===== config.mk =====
export PLATFORM = sky130hd
export DESIGN_NAME = egress_frame_rx_flat
export DESIGN_NICKNAME = d
export VERILOG_FILES = /design/src/rtl/egress_frame_rx_if.sv /design/src/rtl/egress_frame_rx.sv /design/src/flat_wrapper.sv
export SDC_FILE = /design/constraint.sdc
export NUM_CORES = 1
export LEC_CHECK = 0
export CAP_MARGIN = 20
export CORE_ASPECT_RATIO = 1.75
export CORE_MARGIN = 1.5
export CORE_UTILIZATION = 35
export CTS_BUF_LIST = sky130_fd_sc_hd__clkbuf_2 sky130_fd_sc_hd__clkbuf_4 sky130_fd_sc_hd__clkbuf_8
export CTS_CLUSTER_SIZE = 28
export DETAILED_ROUTE_END_ITERATION = 6
export PLACE_DENSITY = 0.61
export SYNTH_ARGS = -nofsm -noshare
export SYNTH_HDL_FRONTEND = slang
export SYNTH_SLANG_ARGS = --single-unit
export TNS_END_PERCENT = 5

===== constraint.sdc =====
create_clock -name clk -period 6.51 [get_ports clk]
set_input_delay 1.953 -clock clk [delete_from_list [all_inputs] [get_ports clk]]
set_output_delay 1.953 -clock clk [all_outputs]
set_load 0.005 [all_outputs]

===== src/rtl/egress_frame_rx_if.sv =====
// Handshake bundle for egress_frame_rx: the marker-framed receive side plus the
// show-ahead egress stream. The slave modport is the receiver's view.
interface egress_frame_rx_if #(
  parameter int unsigned DATA_WIDTH = 64
);
  logic                  rd_sop;
  logic                  rd_vld;
  logic                  rd_eop;
  logic [DATA_WIDTH-1:0] rd_data;
  logic                  rx_ready;
  logic                  out_vld;
  logic                  out_rdy;
  logic [DATA_WIDTH-1:0] out_data;
  logic                  out_first;
  logic                  out_last;

  modport master (
    output rd_sop, rd_vld, rd_eop, rd_data, out_rdy,
    input  rx_ready, out_vld, out_data, out_first, out_last
  );

  modport slave (
    input  rd_sop, rd_vld, rd_eop, rd_data, out_rdy,
    output rx_ready, out_vld, out_data, out_first, out_last
  );
endinterface


===== src/rtl/egress_frame_rx.sv =====
// Marker-framed packet receiver: validates header/payload framing, tags beats
// with first/last and buffers them in a show-ahead FIFO towards the egress port.
module egress_frame_rx #(
  parameter int unsigned DATA_WIDTH = 64,
  parameter int unsigned DEPTH      = 16,
  parameter int unsigned LEN_WIDTH  = 7
) (
  input  logic                 clk,
  input  logic                 rst,
  egress_frame_rx_if.slave     bus,
  output logic [3:0]           src_port,
  output logic [LEN_WIDTH-1:0] pkt_len,
  output logic [15:0]          pkt_cnt,
  output logic                 err_len,
  output logic                 err_frame,
  output logic                 err_ovf
);
  localparam int unsigned AW = $clog2(DEPTH);
  localparam int unsigned CW = AW + 1;
  localparam int unsigned EW = DATA_WIDTH + 2;

  typedef enum logic [1:0] {IDLE, HDR, PAYLOAD, WAIT_EOP} state_t;

  state_t               state;
  logic [LEN_WIDTH-1:0] pay_cnt;
  logic                 excess;

  logic [EW-1:0]        mem [DEPTH];
  logic [AW-1:0]        wr_ptr;
  logic [AW-1:0]        rd_ptr;
  logic [CW-1:0]        count;
  logic [EW-1:0]        head;

  logic [LEN_WIDTH-1:0] hdr_len;
  logic [LEN_WIDTH-1:0] pay_next;
  logic                 act_sop, act_eop, act_vld;
  logic                 push_req, push_first, push_last, push_ok, pop;

  // Only the highest-priority marker of a cycle is acted on: sop > eop > vld.
  assign act_sop  = bus.rd_sop;
  assign act_eop  = !bus.rd_sop && bus.rd_eop;
  assign act_vld  = !bus.rd_sop && !bus.rd_eop && bus.rd_vld;

  assign hdr_len  = bus.rd_data[7 +: LEN_WIDTH];
  assign pay_next = pay_cnt + LEN_WIDTH'(1);

  always_comb begin
    push_req   = 1'b0;
    push_first = 1'b0;
    push_last  = 1'b0;
    if (act_vld) begin
      case (state)
        HDR: begin
          push_req   = 1'b1;
          push_first = 1'b1;
          push_last  = (hdr_len == '0);
        end
        PAYLOAD: begin
          push_req  = 1'b1;
          push_last = (pay_next == pkt_len);
        end
        default: ;
      endcase
    end
  end

  // A full FIFO still accepts a beat when the head leaves on the same edge.
  assign pop     = (count != '0) && bus.out_rdy;
  assign push_ok = push_req && ((count != CW'(DEPTH)) || pop);

  always_ff @(posedge clk or posedge rst) begin
    if (rst) begin
      wr_ptr <= '0;
      rd_ptr <= '0;
      count  <= '0;
    end else begin
      if (push_ok) wr_ptr <= wr_ptr + AW'(1);
      if (pop)     rd_ptr <= rd_ptr + AW'(1);
      case ({push_ok, pop})
        2'b10:   count <= count + CW'(1);
        2'b01:   count <= count - CW'(1);
        default: count <= count;
      endcase
    end
  end

  always_ff @(posedge clk) begin
    if (push_ok) mem[wr_ptr] <= {push_first, push_last, bus.rd_data};
  end

  assign head          = mem[rd_ptr];
  assign bus.out_vld   = (count != '0);
  assign bus.out_data  = bus.out_vld ? head[DATA_WIDTH-1:0] : '0;
  assign bus.out_first = bus.out_vld & head[EW-1];
  assign bus.out_last  = bus.out_vld & head[EW-2];
  assign bus.rx_ready  = (count <= CW'(DEPTH - 2));

  always_ff @(posedge clk or posedge rst) begin
    if (rst) begin
      state     <= IDLE;
      pay_cnt   <= '0;
      excess    <= 1'b0;
      src_port  <= '0;
      pkt_len   <= '0;
      pkt_cnt   <= '0;
      err_len   <= 1'b0;
      err_frame <= 1'b0;
      err_ovf   <= 1'b0;
    end else begin
      err_len   <= 1'b0;
      err_frame <= 1'b0;
      err_ovf   <= push_req && !push_ok;
      if (act_sop) begin
        // A new sop always restarts framing; mid-packet it abandons the old one.
        err_frame <= (state != IDLE);
        state     <= HDR;
        pay_cnt   <= '0;
        excess    <= 1'b0;
      end else begin
        case (state)
          IDLE: begin
            if (act_eop || act_vld) err_frame <= 1'b1;
          end
          HDR: begin
            if (act_eop) begin
              err_len <= 1'b1;
              state   <= IDLE;
            end else if (act_vld) begin
              src_port <= bus.rd_data[3:0];
              pkt_len  <= hdr_len;
              pay_cnt  <= '0;
              state    <= (hdr_len == '0) ? WAIT_EOP : PAYLOAD;
            end
          end
          PAYLOAD: begin
            if (act_eop) begin
              err_len <= 1'b1;
              state   <= IDLE;
            end else if (act_vld) begin
              pay_cnt <= pay_next;
              if (pay_next == pkt_len) state <= WAIT_EOP;
            end
          end
          WAIT_EOP: begin
            if (act_eop) begin
              if (excess) err_len <= 1'b1;
              else        pkt_cnt <= pkt_cnt + 16'd1;
              excess <= 1'b0;
              state  <= IDLE;
            end else if (act_vld) begin
              excess <= 1'b1;
            end
          end
          default: state <= IDLE;
        endcase
      end
    end
  end
endmodule

===== src/flat_wrapper.sv =====
// flat-port wrapper written by rule: the top's interface ports become plain ports
module egress_frame_rx_flat 
#(
  parameter int unsigned DATA_WIDTH = 64,
  parameter int unsigned DEPTH      = 16,
  parameter int unsigned LEN_WIDTH  = 7
)
  (clk, rst, src_port, pkt_len, pkt_cnt, err_len, err_frame, err_ovf, bus_rd_sop, bus_rd_vld, bus_rd_eop, bus_rd_data, bus_out_rdy, bus_rx_ready, bus_out_vld, bus_out_data, bus_out_first, bus_out_last);
  egress_frame_rx_if #(.DATA_WIDTH(DATA_WIDTH)) bus_i ();
  input  logic clk;
  input  logic rst;
  output logic [3:0] src_port;
  output logic [LEN_WIDTH-1:0] pkt_len;
  output logic [15:0] pkt_cnt;
  output logic err_len;
  output logic err_frame;
  output logic err_ovf;
  input wire logic [$bits(bus_i.rd_sop)-1:0] bus_rd_sop;
  input wire logic [$bits(bus_i.rd_vld)-1:0] bus_rd_vld;
  input wire logic [$bits(bus_i.rd_eop)-1:0] bus_rd_eop;
  input wire logic [$bits(bus_i.rd_data)-1:0] bus_rd_data;
  input wire logic [$bits(bus_i.out_rdy)-1:0] bus_out_rdy;
  output wire logic [$bits(bus_i.rx_ready)-1:0] bus_rx_ready;
  output wire logic [$bits(bus_i.out_vld)-1:0] bus_out_vld;
  output wire logic [$bits(bus_i.out_data)-1:0] bus_out_data;
  output wire logic [$bits(bus_i.out_first)-1:0] bus_out_first;
  output wire logic [$bits(bus_i.out_last)-1:0] bus_out_last;
  assign bus_i.rd_sop = bus_rd_sop;
  assign bus_i.rd_vld = bus_rd_vld;
  assign bus_i.rd_eop = bus_rd_eop;
  assign bus_i.rd_data = bus_rd_data;
  assign bus_i.out_rdy = bus_out_rdy;
  assign bus_rx_ready = bus_i.rx_ready;
  assign bus_out_vld = bus_i.out_vld;
  assign bus_out_data = bus_i.out_data;
  assign bus_out_first = bus_i.out_first;
  assign bus_out_last = bus_i.out_last;
  egress_frame_rx #(.DATA_WIDTH(DATA_WIDTH), .DEPTH(DEPTH), .LEN_WIDTH(LEN_WIDTH)) u_core (.clk(clk), .rst(rst), .bus(bus_i), .src_port(src_port), .pkt_len(pkt_len), .pkt_cnt(pkt_cnt), .err_len(err_len), .err_frame(err_frame), .err_ovf(err_ovf));
endmodule

Word-level counts from Yosys, hierarchy flattened

Memories as Yosys holds them, arrays and structs flattened.
Index checks and enable logic that the tools add are counted.

Register bits after elaboration: 53
RAM bits: 1056
Output and inout port bits: 98
Memories kept: 1

$add $sub $neg: 6
$lt $le $gt $ge: 1
Equal/unequal tests: 15
Mux-type cells: 37
Bitwise operators: 5
Reduce and logical (&&, ||, !) cells: 26

Memories:

| name       | words | bits a word | rd ports | clocked after Yosys merged registers in | wr ports | RTL line              | RTL |
|---|---|---|---|---|---|---|---|
| u_core.mem | 16    | 66          | 1        | 0                                       | 1        | egress_frame_rx.sv:28 | `logic [EW-1:0] mem [DEPTH];` |

Operator list:

| cell                                                                              | number |
|---|---|
| 64-bit 2-to-1 mux                                                                 | 1 |
| 7-bit 2-to-1 mux                                                                  | 5 |
| 1-bit 2-to-1 mux                                                                  | 19 |
| 16-bit by 1-bit adder with 16-bit output (second input constant)                  | 1 |
| 2-bit 2-to-1 mux                                                                  | 7 |
| 7-bit case mux with 2 select lines                                                | 1 |
| 4-bit by 2-bit != test with 1-bit output (second input constant)                  | 3 |
| 5-bit case mux with 2 select lines                                                | 1 |
| 5-bit AND reduction                                                               | 2 |
| 3-bit by 2-bit != test with 1-bit output (second input constant)                  | 3 |
| 4-bit by 1-bit adder with 4-bit output (second input constant)                    | 2 |
| 4-bit AND reduction                                                               | 2 |
| 7-bit by 1-bit adder with 7-bit output (second input constant)                    | 1 |
| 7-bit == test                                                                     | 1 |
| 7-bit zero test                                                                   | 1 |
| 2-bit == test (second input constant)                                             | 3 |
| 1-bit logical AND                                                                 | 6 |
| 3-bit != test (second input constant)                                             | 2 |
| 2-bit case mux with 3 select lines                                                | 1 |
| 2-bit nonzero test                                                                | 3 |
| 3-bit nonzero test                                                                | 2 |
| 5-bit by 1-bit adder with 5-bit output (second input constant)                    | 1 |
| 5-bit by 4-bit less-or-equal comparator with 1-bit output (second input constant) | 1 |
| 5-bit != test (second input constant)                                             | 1 |
| 12 further kinds                                                                  | 20 |

Longest topological paths before layout

Gate-level depths: netlist of the first run.

Depth in word-level cells: 7
Mapped depth: 15

Least setup slack after synthesis of the first run

OpenSTA, ideal clock, no wires.

Path type: input to register
Start: input bus_rd_sop
End: memory u_core.mem[0][0] (netlist bit), enable pin
Setup time: 571 ps
Arrival time: 7480 ps
Data required time: 5939 ps
Setup slack: -1541 ps
Stages on the path: 7
Cell sequence: buf_2 nor3b_2 nand2_1 nor2b_1 buf_2 nand2_1 nor3_1

Cells in the longest elaborated chain, start to end: 7

RTL lines:

| item                                   | RTL line              | RTL |
|---|---|---|
| start: declaration                     | flat_wrapper.sv:18    | `input wire logic [$bits(bus_i.rd_sop)-1:0] bus_rd_sop;` |
| 1-bit zero test                        | egress_frame_rx.sv:42 | `assign act_vld = !bus.rd_sop && !bus.rd_eop && bus.rd_vld;` |
| 1-bit logical AND (2 in series)        | egress_frame_rx.sv:42 |  |
| 1-bit 2-to-1 mux                       | egress_frame_rx.sv:51 | `if (act_vld) begin` |
| 1-bit logical AND                      | egress_frame_rx.sv:69 | `assign push_ok = push_req && ((count != CW'(DEPTH)) \|\| pop);` |
| 1-bit 2-to-1 mux                       | egress_frame_rx.sv:88 | `if (push_ok) mem[wr_ptr] <= {push_first, push_last, bus.rd_data};` |
| 1-bit 2-to-1 mux (not written as such) | egress_frame_rx.sv:88 |  |
| end: declaration                       | egress_frame_rx.sv:28 |  |

Every way passes these cells.

Final worst setup path of the first run

Start: register u_core.rd_ptr[1]
End: output bus_out_data[22]

Cells in the longest elaborated chain, start to end: 2

RTL lines:

| item                     | RTL line              | RTL |
|---|---|---|
| start: declaration       | egress_frame_rx.sv:30 | `logic [AW-1:0] rd_ptr;` |
| start signal: assignment | egress_frame_rx.sv:78 | `if (pop) rd_ptr <= rd_ptr + AW'(1);` |
| memory 16 x 66 bit       | --                    |  |
| 64-bit 2-to-1 mux        | egress_frame_rx.sv:93 | `assign bus.out_data = bus.out_vld ? head[DATA_WIDTH-1:0] : '0;` |
| end: declaration         | flat_wrapper.sv:25    | `output wire logic [$bits(bus_i.out_data)-1:0] bus_out_data;` |

Every way passes these cells.

==> impl_metrics.env, run 1 <==
export IMPL_syn_inst=1814
export IMPL_totalWireLength_mm=99.0
export IMPL_period_needed_ns=5.97
export IMPL_syn_nets=1899
export IMPL_cts_sinks=1109
export IMPL_syn_mean_instance_area_um2=23.7
export IMPL_antenna_found_initial=11
export IMPL_die_height_um=466
export IMPL_core_area_um2=121000
export IMPL_fin_skew_ns=0.0409
export IMPL_cts_repair_resized=0
export IMPL_status="completed"
export IMPL_drtIter0Drc=1404
export IMPL_grt_max_degree=71
export IMPL_crit_fanout=62
export IMPL_cts_setup_buffers=0
export IMPL_fmax_ghz=0.168
export IMPL_wl_per_cell_um=25.8
export IMPL_fin_hold_ws_ns=0.483
export IMPL_fin_crit_sh=0.917
export IMPL_rsz0062_at_grt="no"
export IMPL_netlist_area_leader_share=0.738
export IMPL_clkLatencyLatePin_ns=0.83
export IMPL_fin_setup_tns_ns=0
export IMPL_grt_overflow_total=0
export IMPL_hold_violations=0
export IMPL_cts_hold_buf=0
export IMPL_start_util=0.354
export IMPL_finalSetupViolCount=0
export IMPL_vias=19800
export IMPL_fillers=10600
export IMPL_drive_above_1_share=0.296
export IMPL_hold_class="register to register"
export IMPL_end_kind="primary output"
export IMPL_slew_headroom=0.250
export IMPL_cts_max_path_buffers=3
export IMPL_cap_violations=0
export IMPL_drv_slew=0
export IMPL_cts_root_buffer="clkbuf_8"
export IMPL_seq_area_frac_synth=0.769
export IMPL_synthTopCellsByArea="edfxtp_1, mux4_2, dfrtp_1, and2_1, buf_6"
export IMPL_power_leakage_nw=15.7
export IMPL_final_cells=3835
export IMPL_synth_ff_type="edfxtp_1"
export IMPL_cts_buffers=154
export IMPL_htree_levels=4
export IMPL_critPathLaunch="u_core.rd_ptr[1]$_DFFE_PP0P_"
export IMPL_placedCellCount=3560
export IMPL_placementRows=169
export IMPL_worst_slew_pin_slew_ns=1.13
export IMPL_synth_cell_types=51
export IMPL_synth_largest_area_cell="edfxtp_1"
export IMPL_io_buffers=167
export IMPL_cp_start_kind="register"
export IMPL_clk_pin_slew_ns=0.06
export IMPL_fp_dieW_um=268
export IMPL_worst_r2r_setup_slack_ns=2.63
export IMPL_grt_pass1_wl_mm=145
export IMPL_rr_endpoint="u_core.count[4]$_DFFE_PP0P_"
export IMPL_synthArstFlopShare=0.0478
export IMPL_io_pins=168
export IMPL_cts_tree="yes"
export IMPL_crit_path_end="bus_out_data[22]"
export IMPL_synth_edf_count=1056
export IMPL_required_ns=4.56
export IMPL_ant_nets=0
export IMPL_ys_warnings_count=0
export IMPL_drc=0
export IMPL_die_area_um2=125000
export IMPL_cp_arrival_ns=4.01
export IMPL_min_delay_start="u_core.pkt_cnt[15]$_DFFE_PP0P_"
export IMPL_area_growth_pct=16.5
export IMPL_powerDensity_nw_per_um2=395
export IMPL_r2r_cells=11
export IMPL_viasPerCell=5.16
export IMPL_syn_area_um2=42900
export IMPL_nets=2178
export IMPL_grt_pass1_vias=21900
export IMPL_grt_use_total=0.161
export IMPL_ys_ff_latch=1109
export IMPL_dp_hpwl_mm=52.9
export IMPL_r2r_start="u_core.count[1]$_DFFE_PP0P_"
export IMPL_dr_pass1_iters=5
export IMPL_gp_congestion=0.767
export IMPL_p_total_mw=19.8
export IMPL_ir_drop_uv=236
export IMPL_worstSetupPathType="register to primary output"
==> cell families (layout without fill, tap and decap cells) <==
family                     after synthesis  count (layout)  synth area share
buffers and inverters                  104             497            0.0142
and+or+nand+nor                        164             164            0.0215
other                                    0               4                 0
adders and majority gates               15              15           0.00437
xor gates and xnor gates                36              36           0.00766
DFF                                   1109            1109             0.769
AOI/OAI and AO/OA                       41              41           0.00603
muxes                                  345             345             0.177
==> sequential cells by signal, indices dropped and copies added (netlist names) <==
name              count
u_core.wr_ptr         4
u_core.rd_ptr         4
u_core.err_len        1
u_core.count          5
u_core.pkt_cnt       16
u_core.mem         1056
u_core.excess         1
u_core.state          2
u_core.err_frame      1
u_core.err_ovf        1
u_core.pay_cnt        7
u_core.src_port       4
u_core.pkt_len        7
==> cells in the final DEF, fill, tap and decap left out, types with 5 or more instances in the layout <==
cell type        count
a21oi_1              9
and2_1              68
and3_1               5
buf_12              27
buf_4               21
bufinv_16            8
clkbuf_4            43
clkbuf_8           165
clkdlybuf4s50_1    167
clkinv_1            33
clkinv_2            16
dfrtp_1             49
edfxtp_1          1056
ha_1                15
inv_1               10
mux2_2              13
mux4_2             330
nand2_1             19
nand3_1             10
nand4_1              6
nor2_1              12
nor2_4              12
nor3_1               6
o21ai_0             12
xnor2_1             21
xor2_1              14
==> worst max-delay path, stage by stage (launching register included) <==
cell             delay [ns]
dfrtp_4                1.16
buf_12                 0.40
mux4_2                 0.41
mux4_2                 0.53
and2_1                 0.19
clkdlybuf4s50_1        0.44
==> cell usage after synthesis, types with 11 or more instances <==
cell / number
and2_1: 68
o21ai_0: 12
clkbuf_1: 51
ha_1: 15
xor2_1: 14
dfrtp_1: 53
edfxtp_1: 1056
xnor2_1: 21
mux2_2: 13
mux4_2: 330
nand2_1: 19
buf_6: 27
nor2_1: 24
buf_2: 12
inv_1: 11
==> metrics by stage <==
stage | setup WS [ns] | cell area [µm²] | utilization
after floorplan | -1.54 | 42900 | -
after global placement | 1.23 | 46900 | 0.387
after detailed placement | 1.14 | 46900 | 0.387
after CTS | 0.418 | 50000 | 0.412
after global routing | 0.387 | 50000 | 0.412
final | 0.543 | 50000 | 0.412
==> worst min path at each step <==
stage | to | depth (start not counted)
after CTS | u_core.pkt_cnt[15]$_DFFE_PP0P_ | 1
after global routing | u_core.pkt_cnt[15]$_DFFE_PP0P_ | 1
after detailed placement | u_core.pkt_cnt[15]$_DFFE_PP0P_ | 1
after floorplan | u_core.pkt_cnt[15]$_DFFE_PP0P_ | 1
after global placement | u_core.pkt_cnt[15]$_DFFE_PP0P_ | 1
final | u_core.pkt_cnt[15]$_DFFE_PP0P_ | 1
==> where the power goes <==
group | internal (mW) | total, mW | leakage, nW | switching (mW)
combinational | 3.39 | 5.86 | 3.85 | 2.47
sequential | 8.04 | 8.45 | 10.2 | 0.410
clock | 2.89 | 5.44 | 1.62 | 2.56
total | 14.3 | 19.8 | 15.7 | 5.44
==> routing by layer <==
metal | global-route usage | routed length (µm) | vias to the layer above
li1 | - | - | 8244
met2 | 0.281 | 51700 | 559
met1 | 0.196 | 39500 | 10800
met4 | 0.0590 | 2670 | 10
met5 | 0 | 69 | -
met3 | 0.0354 | 5040 | 173
==> area by class of cell <==
class	instances	area [µm²]	share of cell area
Antenna cell	4	10.0	0.000200
Clock buffer	207	2580	0.0516
Clock inverter	63	495	0.00991
Inverter	11	41.3	0.000826
Multi-Input combinational cell	601	9420	0.188
Sequential cell	1109	33100	0.661
Tap cell	1624	2030	0.0406
Timing Repair Buffer	216	2380	0.0477
No activity file was read; power rests on OpenSTA's default activity.
==> inputs of run 2 (changes only) <==
--- a/config.mk
+++ b/config.mk
@@ -8,11 +8,11 @@
 export CAP_MARGIN = 20
 export CORE_ASPECT_RATIO = 1.75
 export CORE_MARGIN = 1.5
-export CORE_UTILIZATION = 35
+export CORE_UTILIZATION = 40
 export CTS_BUF_LIST = sky130_fd_sc_hd__clkbuf_2 sky130_fd_sc_hd__clkbuf_4 sky130_fd_sc_hd__clkbuf_8
 export CTS_CLUSTER_SIZE = 28
 export DETAILED_ROUTE_END_ITERATION = 6
-export PLACE_DENSITY = 0.61
+export PLACE_DENSITY = 0.66
 export SYNTH_ARGS = -nofsm -noshare
 export SYNTH_HDL_FRONTEND = slang
 export SYNTH_SLANG_ARGS = --single-unit
==> run 2 against run 1 <==
Effect of this change:
- clock power barely moved
- first-iteration DRC count fell by 9.3%
- sequential power is essentially flat
- worst setup slack improved by 0.083 ns
- critical path depth stayed put
- final cell count shrank 6.4%
- via count fell by 0.27%
- largest power group unchanged
- highest routed layer unchanged
==> impl_metrics.env, run 2 (synthesized netlist as in run 1, its figures left out) <==
export IMPL_ant_nets=0
export IMPL_crit_fanout=58
export IMPL_regMostFlops="u_core.mem"
export IMPL_pwr_share_clk=0.276
export IMPL_fp_dieW_um=251
export IMPL_drc=0
export IMPL_preCtsSetupSlack_ns=1.32
export IMPL_totalWireLength_mm=94.5
export IMPL_combPwrFrac=0.292
export IMPL_hold_violations=0
export IMPL_status="completed"
export IMPL_timing_final_ws_setup_ns=0.626
export IMPL_grt_max_degree=69
export IMPL_period_needed_ns=5.88
export IMPL_gp_congestion=0.754
export IMPL_final_cell_mix="edfxtp_1, mux4_2, clkdlybuf4s50_1"
export IMPL_viasPerCell=5.50
export IMPL_area_growth_pct=15.6
export IMPL_swShare=0.275
export IMPL_cts_repair_resized=0
export IMPL_final_cell_area_um2=49600
export IMPL_p_int_mw=14.2
export IMPL_slew_headroom=0.360
export IMPL_cts_setup_buffers=0
export IMPL_die_area_um2=109000
export IMPL_fin_setup_tns_ns=0
export IMPL_io_pins=168
export IMPL_cts_root_buffer="clkbuf_8"
export IMPL_power_leakage_nw=15.7
export IMPL_htree_levels=4
export IMPL_cts_sinks=1109
export IMPL_worst_slew_pin_slew_ns=0.960
export IMPL_cp_arrival_ns=3.93
export IMPL_fmax_ghz=0.170
export IMPL_final_common_cell="edfxtp_1"
export IMPL_cts_hold_buf=0
export IMPL_io_buffers=167
export IMPL_end_kind="primary output"
export IMPL_worstSetupPathType="register to primary output"
export IMPL_ir_drop_uv=269
export IMPL_grt_pass1_vias=21700
export IMPL_regArea_um2=33100
export IMPL_multiInputGateArea_um2=9420
export IMPL_fillers=8613
export IMPL_clk_pin_slew_ns=0.06
export IMPL_reg_largest_list="u_core.mem x1056, u_core.pkt_cnt x16"
export IMPL_cap_violations=0
export IMPL_fin_hold_ws_ns=0.478
export IMPL_placed_cell_area_um2=46500
export IMPL_cts_buffers=155
export IMPL_wl_per_cell_um=26.3
export IMPL_rsz0062_at_grt="no"
export IMPL_dp_hpwl_mm=51.2
export IMPL_drv_slew=0
export IMPL_grt_pass1_wl_mm=140
export IMPL_required_ns=4.56
export IMPL_grt_overflow_total=0
export IMPL_start_util=0.405
export IMPL_antenna_found_initial=8
export IMPL_drive_above_1_share=0.299
export IMPL_dr_pass1_iters=5
export IMPL_die_height_um=436
export IMPL_placementRows=158
export IMPL_grt_use_total=0.176
export IMPL_nets=2183
export IMPL_vias=19700
export IMPL_placedCellCount=3300
export IMPL_power_frac_seq=0.432
export IMPL_finalSetupViolCount=0
export IMPL_final_cells=3588
export IMPL_drtIter0Drc=1273
export IMPL_powerDensity_nw_per_um2=394
export IMPL_clkLatencyLatePin_ns=0.84
export IMPL_cts_tree="yes"
export IMPL_largest_reg_flops=1056
export IMPL_cts_max_path_buffers=3
export IMPL_fin_crit_sh=0.904
export IMPL_hold_class="register to register"
export IMPL_p_switching_mw=5.38
export IMPL_fin_skew_ns=0.0374
export IMPL_cp_start_kind="register"
export IMPL_core_area_um2=106000
## run 2: cell types whose count changed in the layout (fill, tap and decap cells not counted), sizes merged
| cell | before | now |
|---|---|---|
| diode | 4 | 2 |
| buf | 48 | 52 |
| clkinvlp | 3 | 4 |
| inv | 14 | 22 |
| clkinv | 49 | 59 |
| clkbuf | 208 | 207 |
| bufinv | 8 | 5 |
## run 2: final cells by class
type,instances,area share
Multi-Input combinational cell,601,0.190
Sequential cell,1109,0.666
Antenna cell,2,0.000101
Clock inverter,79,0.0114
Inverter,11,0.000832
Timing Repair Buffer,220,0.0461
Clock buffer,206,0.0515
Tap cell,1360,0.0343
## run 2: routing by layer
| layer | track usage | routed length [µm] | vias to the layer above |
|---|---|---|---|
| li1 | - | - | 8276 |
| met1 | 0.208 | 36200 | 10700 |
| met2 | 0.317 | 51100 | 604 |
| met3 | 0.0357 | 5030 | 160 |
| met4 | 0.0568 | 2180 | 8 |
| met5 | 0 | 53 | - |
## run 2: per-stage QoR
stage,total power [mW],utilization
floorplan,12.2,-
global placement,14.4,0.438
detailed placement,14.5,0.438
CTS,19.9,0.467
global route,20.4,0.467
finish,19.6,0.467
## run 2: worst max-delay path, stage by stage, from the launching register on
cell and delay (ns):
dfrtp_4 0.82, buf_12 0.45, mux4_2 0.58, mux4_2 0.50, and2_1 0.22, clkdlybuf4s50_1 0.46
## run 2: final timing paths
kind                                                start                             end  slack, ns  cells past startpoint
max                          u_core.rd_ptr[0]$_DFFE_PP0P_                bus_out_data[46]       0.63                      5
min                        u_core.pkt_cnt[15]$_DFFE_PP0P_  u_core.pkt_cnt[15]$_DFFE_PP0P_       0.48                      1
max reg2reg                   u_core.count[1]$_DFFE_PP0P_     u_core.count[4]$_DFFE_PP0P_       2.82                     11
min reg2reg                u_core.pkt_cnt[15]$_DFFE_PP0P_  u_core.pkt_cnt[15]$_DFFE_PP0P_       0.48                      1
max in group asynchronous                             rst    u_core.rd_ptr[3]$_DFFE_PP0P_       4.25                      3
min in group asynchronous                             rst  u_core.pkt_cnt[15]$_DFFE_PP0P_       1.29                      2
## run 2: power by group through the flow
stage,sequential (mW),combinational [mW],clock (mW)
after floorplan,8.28,3.94,0
final,8.44,5.71,5.41
after detailed placement,8.60,5.86,0
after global routing,8.48,6.14,5.81
after global placement,8.58,5.79,0
after CTS,8.45,5.88,5.54
==> inputs of run 3 (changes only) <==
--- a/config.mk
+++ b/config.mk
@@ -7,7 +7,7 @@
 export LEC_CHECK = 0
 export CAP_MARGIN = 20
 export CORE_ASPECT_RATIO = 1.75
-export CORE_MARGIN = 1.5
+export CORE_MARGIN = 10
 export CORE_UTILIZATION = 40
 export CTS_BUF_LIST = sky130_fd_sc_hd__clkbuf_2 sky130_fd_sc_hd__clkbuf_4 sky130_fd_sc_hd__clkbuf_8
 export CTS_CLUSTER_SIZE = 28
==> run 3 against run 2 <==
Effect of this change:
- clock skew shrank 0.010 ns
- global-route usage shrank 1.1 points
- non-clock buffer count grew 5
- final cell count is the same
- sequential power is essentially flat
- largest power group unchanged
==> impl_metrics.env, run 3 (synthesized netlist as in run 1, its figures left out) <==
export IMPL_grt_max_degree=82
export IMPL_multiInputGateArea_um2=9420
export IMPL_power_frac_seq=0.437
export IMPL_fillers=8765
export IMPL_cts_sinks=1109
export IMPL_required_ns=4.56
export IMPL_rsz0062_at_grt="no"
export IMPL_grt_pass1_wl_mm=146
export IMPL_die_area_um2=121000
export IMPL_drv_slew=0
export IMPL_powerDensity_nw_per_um2=391
export IMPL_fin_skew_ns=0.0274
export IMPL_fmax_ghz=0.165
export IMPL_final_common_cell="edfxtp_1"
export IMPL_fp_dieW_um=268
export IMPL_fin_setup_tns_ns=0
export IMPL_fin_crit_sh=0.933
export IMPL_grt_use_total=0.165
export IMPL_p_total_mw=19.3
export IMPL_p_switching_mw=5.35
export IMPL_ant_nets=0
export IMPL_drive_above_1_share=0.293
export IMPL_cp_cell_sequence="buf_4 -> mux4_2 -> mux4_2 -> and2_1 -> clkdlybuf4s50_1"
export IMPL_io_pins=168
export IMPL_start_util=0.401
export IMPL_cts_setup_buffers=0
export IMPL_timing_final_ws_setup_ns=0.436
export IMPL_regArea_um2=33100
export IMPL_final_cells=3588
export IMPL_nets=2183
export IMPL_antenna_found_initial=10
export IMPL_period_needed_ns=6.07
export IMPL_htree_levels=4
export IMPL_status="completed"
export IMPL_grt_overflow_total=0
export IMPL_cp_start_kind="register"
export IMPL_cp_arrival_ns=4.12
export IMPL_swShare=0.277
export IMPL_clk_pin_slew_ns=0.07
export IMPL_hold_class="register to register"
export IMPL_critical_path_most_common_cell="mux4_2"
export IMPL_pwr_share_clk=0.262
export IMPL_regMostFlops="u_core.mem"
export IMPL_cap_violations=0
export IMPL_core_area_um2=107000
export IMPL_preCtsSetupSlack_ns=1.21
export IMPL_ir_drop_uv=240
export IMPL_finalSetupViolCount=0
export IMPL_grt_pass1_vias=21800
export IMPL_wl_per_cell_um=27.4
export IMPL_crit_path_max_incr_delay_ns=1.04
export IMPL_crit_fanout=62
export IMPL_vias=19900
export IMPL_drc=0
export IMPL_final_cell_area_um2=49400
export IMPL_slew_headroom=0.321
export IMPL_cts_hold_buf=0
export IMPL_drtIter0Drc=1646
export IMPL_clkLatencyLatePin_ns=0.82
export IMPL_worst_slew_pin_slew_ns=1.02
export IMPL_totalWireLength_mm=98.3
export IMPL_combPwrFrac=0.301
export IMPL_die_height_um=453
export IMPL_hold_violations=0
export IMPL_p_int_mw=14.0
export IMPL_io_buffers=167
export IMPL_worstSetupPathType="register to primary output"
export IMPL_placementRows=159
export IMPL_cts_max_path_buffers=3
export IMPL_end_kind="primary output"
export IMPL_dr_pass1_iters=5
export IMPL_power_leakage_nw=15.6
export IMPL_placed_cell_area_um2=46500
export IMPL_cts_buffers=150
export IMPL_cts_root_buffer="clkbuf_8"
export IMPL_dp_hpwl_mm=54.7
export IMPL_final_cell_mix="edfxtp_1, mux4_2, clkdlybuf4s50_1"
export IMPL_placedCellCount=3313
export IMPL_reg_largest_list="u_core.mem x1056, u_core.pkt_cnt x16"
export IMPL_area_growth_pct=15.1
export IMPL_utilization=0.462
export IMPL_fin_hold_ws_ns=0.491
export IMPL_crit_slowest_cell="dfrtp_4"
export IMPL_cts_repair_resized=0
export IMPL_largest_reg_flops=1056
export IMPL_gp_congestion=0.763
export IMPL_cts_tree="yes"
export IMPL_viasPerCell=5.53
## run 3: cell types whose count changed in the layout (fill, tap and decap cells not counted), sizes merged
cell      previous run  this run
clkinv              59        63
bufinv               5         2
buf                 52        58
diode                2         3
clkinvlp             4         3
inv                 22        18
clkbuf             207       196
## run 3: metal layers
layer,vias to the layer above,GRT usage,part of all wire
li1,8262,-,-
met2,677,0.291,0.54
met5,-,0,0.00039
met4,6,0.0531,0.024
met1,10700,0.198,0.38
met3,167,0.0355,0.058
## run 3: cell type report
type                       instances  share of cell area
clock buffer                     196              0.0495
tap                             1368              0.0346
antenna                            3            0.000152
multi-input combinational        601               0.191
inverter                          11            0.000836
sequential                      1109               0.669
clock inverter                    75             0.00813
timing repair buffer             225              0.0471
## run 3: power groups by stage
stage | Sequential (mW) | Clock [mW] | Combinational, mW
final | 8.44 | 5.07 | 5.81
after global routing | 8.48 | 5.50 | 6.26
after CTS | 8.45 | 5.21 | 5.99
after detailed placement | 8.60 | 0 | 5.97
after global placement | 8.64 | 0 | 5.83
after floorplan | 8.28 | 0 | 3.94
## run 3: path summary, 6_finish.rpt
| kind | start | end | slack (ns) | depth (start not counted) |
|---|---|---|---|---|
| max in group asynchronous | rst | u_core.rd_ptr[1]$_DFFE_PP0P_ | 4.21 | 3 |
| min in group asynchronous | rst | u_core.pkt_cnt[11]$_DFFE_PP0P_ | 1.66 | 3 |
| worst max register to register | u_core.count[1]$_DFFE_PP0P_ | u_core.count[4]$_DFFE_PP0P_ | 2.60 | 11 |
| worst max-delay path | u_core.rd_ptr[1]$_DFFE_PP0P_ | bus_out_data[9] | 0.44 | 5 |
| worst min-delay path | u_core.pkt_cnt[15]$_DFFE_PP0P_ | u_core.pkt_cnt[15]$_DFFE_PP0P_ | 0.49 | 1 |
| worst min register to register | u_core.pkt_cnt[15]$_DFFE_PP0P_ | u_core.pkt_cnt[15]$_DFFE_PP0P_ | 0.49 | 1 |
## run 3: worst max-delay path: cells and delay by family (launching register included)
kind,cells,cell delay (ns)
buffers and inverters,2,1.09
DFF,1,1.04
and+or+nand+nor,1,0.22
muxes,2,0.86
